$ cat src/rtl/alu_operand_sequencer_if.sv
// alu_operand_sequencer_if: switch inputs, ALU handshake and status outputs of the operand sequencer
interface alu_operand_sequencer_if #(
  parameter int NBITS_OP  = 3,
  parameter int NBITS_SEL = 2
);
  logic [NBITS_OP-1:0]  swi_data;
  logic [NBITS_SEL-1:0] swi_sel;
  logic                 enter;
  logic                 alu_ready;
  logic [NBITS_OP-1:0]  alu_result;
  logic [NBITS_OP-1:0]  op_a;
  logic [NBITS_OP-1:0]  op_b;
  logic [NBITS_SEL-1:0] op_sel;
  logic                 op_valid;
  logic [1:0]           step;
  logic                 timeout_err;
  modport master (
    output swi_data, swi_sel, enter, alu_ready, alu_result,
    input  op_a, op_b, op_sel, op_valid, step, timeout_err
  );
  modport slave (
    input  swi_data, swi_sel, enter, alu_ready, alu_result,
    output op_a, op_b, op_sel, op_valid, step, timeout_err
  );
endinterface

$ cat src/rtl/alu_operand_sequencer.sv
// alu_operand_sequencer: collects A, B and op from switches over three enter steps, then issues to the ALU.
// Optional accumulator chaining when CHAIN_ACC_EN is defined.
module alu_operand_sequencer #(
  parameter int NBITS_OP      = 3,
  parameter int NBITS_SEL     = 2,
  parameter int ISSUE_TIMEOUT = 15
) (
  input logic                  clk_2,
  input logic                  reset,
  alu_operand_sequencer_if.slave bus
);
  localparam int CW = $clog2(ISSUE_TIMEOUT + 1);
  typedef enum logic [1:0] {S_A = 2'b00, S_B = 2'b01, S_OP = 2'b10, S_ISSUE = 2'b11} state_t;
  state_t               state_q, state_d;
  logic [2:0]           sync_q, sync_d;
  logic [NBITS_OP-1:0]  a_q, a_d, b_q, b_d;
  logic [NBITS_SEL-1:0] sel_q, sel_d;
  logic                 valid_q, valid_d, err_q, err_d;
  logic [CW-1:0]        cnt_q, cnt_d;
  logic                 pulse;
`ifndef CHAIN_ACC_EN
  logic                 unused_result;
  assign unused_result = ^bus.alu_result;
`endif
  assign sync_d = {sync_q[1:0], bus.enter};
  assign pulse  = sync_q[1] & ~sync_q[2];
  always_comb begin
    state_d = state_q;
    a_d     = a_q;
    b_d     = b_q;
    sel_d   = sel_q;
    valid_d = valid_q;
    err_d   = err_q;
    cnt_d   = cnt_q;
    case (state_q)
      S_A: if (pulse) begin
        a_d     = bus.swi_data;
        err_d   = 1'b0;
        state_d = S_B;
      end
      S_B: if (pulse) begin
`ifdef CHAIN_ACC_EN
        // data 0 with SUB selected ends the chain without capturing
        if (bus.swi_sel == 2'b11 && bus.swi_data == '0) state_d = S_A;
        else begin
          b_d     = bus.swi_data;
          state_d = S_OP;
        end
`else
        b_d     = bus.swi_data;
        state_d = S_OP;
`endif
      end
      S_OP: if (pulse) begin
        sel_d   = bus.swi_sel;
        valid_d = 1'b1;
        cnt_d   = '0;
        state_d = S_ISSUE;
      end
      default: if (bus.alu_ready) begin
        valid_d = 1'b0;
`ifdef CHAIN_ACC_EN
        a_d     = bus.alu_result;
        state_d = S_B;
`else
        state_d = S_A;
`endif
      end else if (cnt_q == CW'(ISSUE_TIMEOUT - 1)) begin
        valid_d = 1'b0;
        err_d   = 1'b1;
        state_d = S_A;
      end else cnt_d = cnt_q + 1'b1;
    endcase
  end
  always_ff @(posedge clk_2 or posedge reset) begin
    if (reset) begin
      state_q <= S_A;
      sync_q  <= '0;
      a_q     <= '0;
      b_q     <= '0;
      sel_q   <= '0;
      valid_q <= 1'b0;
      err_q   <= 1'b0;
      cnt_q   <= '0;
    end else begin
      state_q <= state_d;
      sync_q  <= sync_d;
      a_q     <= a_d;
      b_q     <= b_d;
      sel_q   <= sel_d;
      valid_q <= valid_d;
      err_q   <= err_d;
      cnt_q   <= cnt_d;
    end
  end
  assign bus.op_a        = a_q;
  assign bus.op_b        = b_q;
  assign bus.op_sel      = sel_q;
  assign bus.op_valid    = valid_q;
  assign bus.step        = state_q;
  assign bus.timeout_err = err_q;
endmodule

$ cat src/flat_wrapper.sv
// flat-port wrapper written by rule: the top's interface ports become plain ports
module alu_operand_sequencer_flat 
#(
  parameter int NBITS_OP      = 3,
  parameter int NBITS_SEL     = 2,
  parameter int ISSUE_TIMEOUT = 15
)
  (clk_2, reset, bus_swi_data, bus_swi_sel, bus_enter, bus_alu_ready, bus_alu_result, bus_op_a, bus_op_b, bus_op_sel, bus_op_valid, bus_step, bus_timeout_err);
  alu_operand_sequencer_if #(.NBITS_OP(NBITS_OP), .NBITS_SEL(NBITS_SEL)) bus_i ();
  input logic clk_2;
  input logic reset;
  input wire logic [$bits(bus_i.swi_data)-1:0] bus_swi_data;
  input wire logic [$bits(bus_i.swi_sel)-1:0] bus_swi_sel;
  input wire logic [$bits(bus_i.enter)-1:0] bus_enter;
  input wire logic [$bits(bus_i.alu_ready)-1:0] bus_alu_ready;
  input wire logic [$bits(bus_i.alu_result)-1:0] bus_alu_result;
  output wire logic [$bits(bus_i.op_a)-1:0] bus_op_a;
  output wire logic [$bits(bus_i.op_b)-1:0] bus_op_b;
  output wire logic [$bits(bus_i.op_sel)-1:0] bus_op_sel;
  output wire logic [$bits(bus_i.op_valid)-1:0] bus_op_valid;
  output wire logic [$bits(bus_i.step)-1:0] bus_step;
  output wire logic [$bits(bus_i.timeout_err)-1:0] bus_timeout_err;
  assign bus_i.swi_data = bus_swi_data;
  assign bus_i.swi_sel = bus_swi_sel;
  assign bus_i.enter = bus_enter;
  assign bus_i.alu_ready = bus_alu_ready;
  assign bus_i.alu_result = bus_alu_result;
  assign bus_op_a = bus_i.op_a;
  assign bus_op_b = bus_i.op_b;
  assign bus_op_sel = bus_i.op_sel;
  assign bus_op_valid = bus_i.op_valid;
  assign bus_step = bus_i.step;
  assign bus_timeout_err = bus_i.timeout_err;
  alu_operand_sequencer #(.NBITS_OP(NBITS_OP), .NBITS_SEL(NBITS_SEL), .ISSUE_TIMEOUT(ISSUE_TIMEOUT)) u_core (.clk_2(clk_2), .reset(reset), .bus(bus_i));
endmodule
$ cat config.mk
export PLATFORM = sky130hd
export DESIGN_NAME = alu_operand_sequencer_flat
export DESIGN_NICKNAME = d
export VERILOG_FILES = /design/src/rtl/alu_operand_sequencer_if.sv /design/src/rtl/alu_operand_sequencer.sv /design/src/flat_wrapper.sv
export SDC_FILE = /design/constraint.sdc
export NUM_CORES = 1
export LEC_CHECK = 0
export CAP_MARGIN = 20
export CORE_UTILIZATION = 40
export DETAILED_ROUTE_END_ITERATION = 8
export PLACE_DENSITY = 0.76
export SLEW_MARGIN = 20
export SYNTH_ARGS = -nofsm -noshare
export SYNTH_HDL_FRONTEND = slang
export SYNTH_SLANG_ARGS = --single-unit
export TNS_END_PERCENT = 100
$ cat constraint.sdc
create_clock -name clk_2 -period 4.07 [get_ports clk_2]
set_clock_uncertainty 0.15 [all_clocks]
set_input_delay 0.6105 -clock clk_2 [delete_from_list [all_inputs] [get_ports clk_2]]
set_output_delay 0.6105 -clock clk_2 [all_outputs]
set_load 0.02 [all_outputs]
==> impl_metrics.xml <==
<?xml version="1.0" encoding="UTF-8"?>
<metrics>
  <group name="die">
    <metric name="floorplan_die_area" unit="um2">2520</metric>
    <metric name="io_count" unit="">24</metric>
    <metric name="die_h" unit="um">50.2</metric>
    <metric name="area_of_the_core" unit="um2">2190</metric>
    <metric name="start_util" unit="%">42.4</metric>
    <metric name="chipWidth" unit="um">50.2</metric>
    <metric name="floorplan.rows" unit="">17</metric>
  </group>
  <group name="logic_synthesis">
    <metric name="postSynthAreaPerCell" unit="um2">12.1</metric>
    <metric name="total_nets_after_synthesis" unit="">94</metric>
    <metric name="yosys.cell_types.count" unit="">33</metric>
    <metric name="ys.warnings.count" unit="">0</metric>
    <metric name="synth.cells.most_frequent" unit="">sky130_fd_sc_hd__dfrtp_1, sky130_fd_sc_hd__mux2_2, sky130_fd_sc_hd__inv_1, sky130_fd_sc_hd__ha_1, sky130_fd_sc_hd__nand2_1</metric>
    <metric name="postSynth.asyncResetShare" unit="%">100</metric>
    <metric name="synth_largest_area_cell" unit="">sky130_fd_sc_hd__dfrtp_1</metric>
    <metric name="synthMostInstantiatedCell" unit="">sky130_fd_sc_hd__dfrtp_1</metric>
    <metric name="synth_area_leaders" unit="">sky130_fd_sc_hd__dfrtp_1, sky130_fd_sc_hd__mux2_2, sky130_fd_sc_hd__ha_1</metric>
    <metric name="netlist_area" unit="um2">928</metric>
    <metric name="synth.top_cell.area_share" unit="%">51.2</metric>
    <metric name="syn-instance-count" unit="">77</metric>
    <metric name="sequential_cell_area_fraction_in_the_yosys_report" unit="%">51.2</metric>
    <metric name="synth_enable_flop_cells" unit="">0</metric>
    <metric name="synth_top_flop_cell" unit="">sky130_fd_sc_hd__dfrtp_1</metric>
    <metric name="synth-seq-cells" unit="">19</metric>
  </group>
  <group name="clock_tree">
    <metric name="tritoncts" unit="">yes</metric>
    <metric name="ctsHtreeMaxLevel" unit="">1</metric>
    <metric name="buffers_inserted_by_post_cts_timing_repair" unit="">0</metric>
    <metric name="cts_inserted_buffers" unit="">3</metric>
    <metric name="clk_pin_slew_worst_paths" unit="ns">0.11</metric>
    <metric name="cts_buffer_depth" unit="">2</metric>
    <metric name="cts-root-buf" unit="">sky130_fd_sc_hd__clkbuf_4</metric>
    <metric name="cts.repair.resized" unit="">0</metric>
    <metric name="clk-insertion-delay-late" unit="ns">0.29</metric>
    <metric name="clock_sinks" unit="">19</metric>
    <metric name="postCtsHoldBufs" unit="">0</metric>
  </group>
  <group name="setup_path">
    <metric name="cell_family_with_the_largest_share_of_critical_path_delay" unit="">buffers and inverters</metric>
    <metric name="critical_path.cell_chain" unit="">clkdlybuf4s50_1</metric>
    <metric name="worstReg2RegEnd" unit="">u_core.cnt_q[2]</metric>
    <metric name="critical-path-max-stage-delay" unit="ns">0.63</metric>
    <metric name="criticalPathCategory" unit="">reg -&gt; out</metric>
    <metric name="worst-r2r-setup-slack" unit="ns">2.18</metric>
    <metric name="worst-endpoint-arrival" unit="ns">1.36</metric>
    <metric name="crit_fanout" unit="">5</metric>
    <metric name="worstRegToRegCells" unit="">5</metric>
    <metric name="r2r_start" unit="">u_core.bus.step[0]</metric>
    <metric name="cp_num_buf_inv" unit="">1</metric>
    <metric name="cp_slowest_cell" unit="">sky130_fd_sc_hd__clkdlybuf4s50_1</metric>
    <metric name="timing.critical_path.to_type" unit="">output port</metric>
    <metric name="cp-start-kind" unit="">register</metric>
    <metric name="cp_data_required_time" unit="ns">3.31</metric>
  </group>
  <group name="drt">
    <metric name="drtPass1Iterations" unit="">4</metric>
    <metric name="wl_per_cell" unit="um">13.6</metric>
    <metric name="viasPerCell" unit="">5.49</metric>
    <metric name="drcViolationCount" unit="">0</metric>
    <metric name="detailroute.via_count" unit="">703</metric>
    <metric name="route.antenna.remaining_nets" unit="">0</metric>
    <metric name="drt-initial-drc-count" unit="">23</metric>
    <metric name="wirelength" unit="um">1740</metric>
  </group>
  <group name="sta">
    <metric name="maxSlewViolCount" unit="">0</metric>
    <metric name="post-route-period-util" unit="%">52.0</metric>
    <metric name="totalNegativeSetupSlack" unit="ns">0</metric>
    <metric name="timing.slew.headroom" unit="%">53.0</metric>
    <metric name="setup_repair_after_global_routing_missed_its_margin" unit="">false</metric>
    <metric name="final-setup-viol-count" unit="">0</metric>
    <metric name="max_clock_freq" unit="GHz">0.473</metric>
    <metric name="finalHoldViolations" unit="">0</metric>
    <metric name="timing.final.crit_period" unit="ns">2.12</metric>
    <metric name="post-route-worst-setup-slack" unit="ns">1.95</metric>
    <metric name="tightest_slew" unit="ns">0.704</metric>
  </group>
  <group name="power_and_ir_drop">
    <metric name="powerDensity" unit="nW/um2">806</metric>
    <metric name="total_power" unit="W">0.000951</metric>
    <metric name="ir_worst_vdd" unit="uV">369</metric>
    <metric name="power.leakage" unit="nW">0.517</metric>
  </group>
  <group name="cells_and_area">
    <metric name="post_route_cells_drive_above_1_share" unit="%">16.0</metric>
    <metric name="multi_input_area" unit="um2">415</metric>
    <metric name="antenna_cells" unit="">0</metric>
    <metric name="area_growth_syn_to_layout" unit="%">27.1</metric>
    <metric name="final-instance-count-excl-fill" unit="">128</metric>
    <metric name="nets" unit="">118</metric>
    <metric name="seqCellArea" unit="um2">475</metric>
    <metric name="fillers" unit="">188</metric>
  </group>
  <group name="worst_hold_path">
    <metric name="worst_hold_startpoint" unit="">u_core.sync_q[0]</metric>
    <metric name="timing.hold.worst_path_depth" unit="">0</metric>
    <metric name="hp-class" unit="">reg -&gt; reg</metric>
    <metric name="worstHoldEndpoint" unit="">u_core.sync_q[1]</metric>
  </group>
  <group name="run">
    <metric name="max-cap-violations" unit="">0</metric>
  </group>
  <group name="global_route">
    <metric name="gr-total-overflow" unit="">0</metric>
    <metric name="grt_use_total" unit="%">15.4</metric>
    <metric name="grt_pass1_vias" unit="">656</metric>
    <metric name="antenna_found_initial" unit="">0</metric>
    <metric name="grt_first_pass_wirelength" unit="um">2860</metric>
    <metric name="maximum_number_of_pins_on_one_net_before_global_route_repair" unit="">20</metric>
  </group>
  <group name="placement">
    <metric name="post_place_worst_slack" unit="ns">1.85</metric>
    <metric name="placedCellCount" unit="">124</metric>
    <metric name="io_buffer_count" unit="">20</metric>
    <metric name="gp_routability_congestion" unit="">0.882</metric>
    <metric name="hpwl" unit="um">1300</metric>
  </group>
  <group name="run_status">
    <metric name="outcome" unit="">complete, no violations</metric>
  </group>
</metrics>
area by class of cell:
cell class	count	share of cell area, %
flip-flops and latches	19	40.3
multi-input cells	50	35.2
repair buffers	20	17.0
well taps	28	2.97
inverters	7	2.23
clock buffers	3	1.91
clock inverters	1	0.424
placed cells by master, fill, tap and decap left out, drive strengths merged, types with 2 or more instances in the layout:
cell,n
clkbuf,3
nand2,5
dfrtp,19
nor3,2
a211o,4
clkdlybuf4s50,20
ha,5
mux2,8
o21ai,3
nor4,2
inv,7
nand2b,2
per-layer routing:
layer	GRT usage, %	share of wire [%]	vias to the layer above
li1	-	-	331
met1	20.0	47	350
met5	0	0	-
met3	3.03	4.1	2
met2	23.8	47	20
met4	8.57	1.1	0
logic make-up after synthesis:
family,Yosys count,synth area share [%]
AO/OA/AOI/OAI,18,16.0
adder cells (fa/ha/maj),5,6.74
buffers and inverters,8,4.04
flip-flops,19,51.2
multiplexers,8,9.70
AND/OR/NAND/NOR,19,12.3
metrics by stage:
step	area [um2]	util [%]	hold WS, ns
floorplan	928	-	0.181
global placement	1150	52.6	0.187
detailed placement	1150	52.6	0.194
CTS	1180	53.9	0.220
global route	1180	53.9	0.225
finish	1180	53.9	0.217
sequential cells by signal, summed over array words and instances, names as in the netlist:
| register | flops |
|---|---|
| u_core.bus.op_sel | 2 |
| u_core.bus.step | 2 |
| u_core.sync_q | 3 |
| u_core.bus.op_a | 3 |
| u_core.bus.op_b | 3 |
| u_core.cnt_q | 4 |
| u_core.bus.op_valid | 1 |
| u_core.bus.timeout_err | 1 |
worst max-delay path by stage:
stage	start	endpoint	slack [ns]	cells after the start
after global routing	u_core.bus.step[0]	bus_step[0]	1.90	1
after floorplan	u_core.bus.step[0]	u_core.cnt_q[3]	2.20	6
final	u_core.bus.step[0]	bus_step[0]	1.95	1
after CTS	u_core.bus.step[1]	bus_step[1]	1.95	1
after global placement	bus_alu_ready	u_core.bus.step[0]	1.86	4
after detailed placement	bus_alu_ready	u_core.bus.step[0]	1.85	4
power breakdown:
group	internal [W]	switching (W)
clock network	0.0000366	0.0000598
registers	0.000268	0.0000649
logic	0.000265	0.000257
total	0.000570	0.000381
No activity file was read; power rests on OpenSTA's default activity.
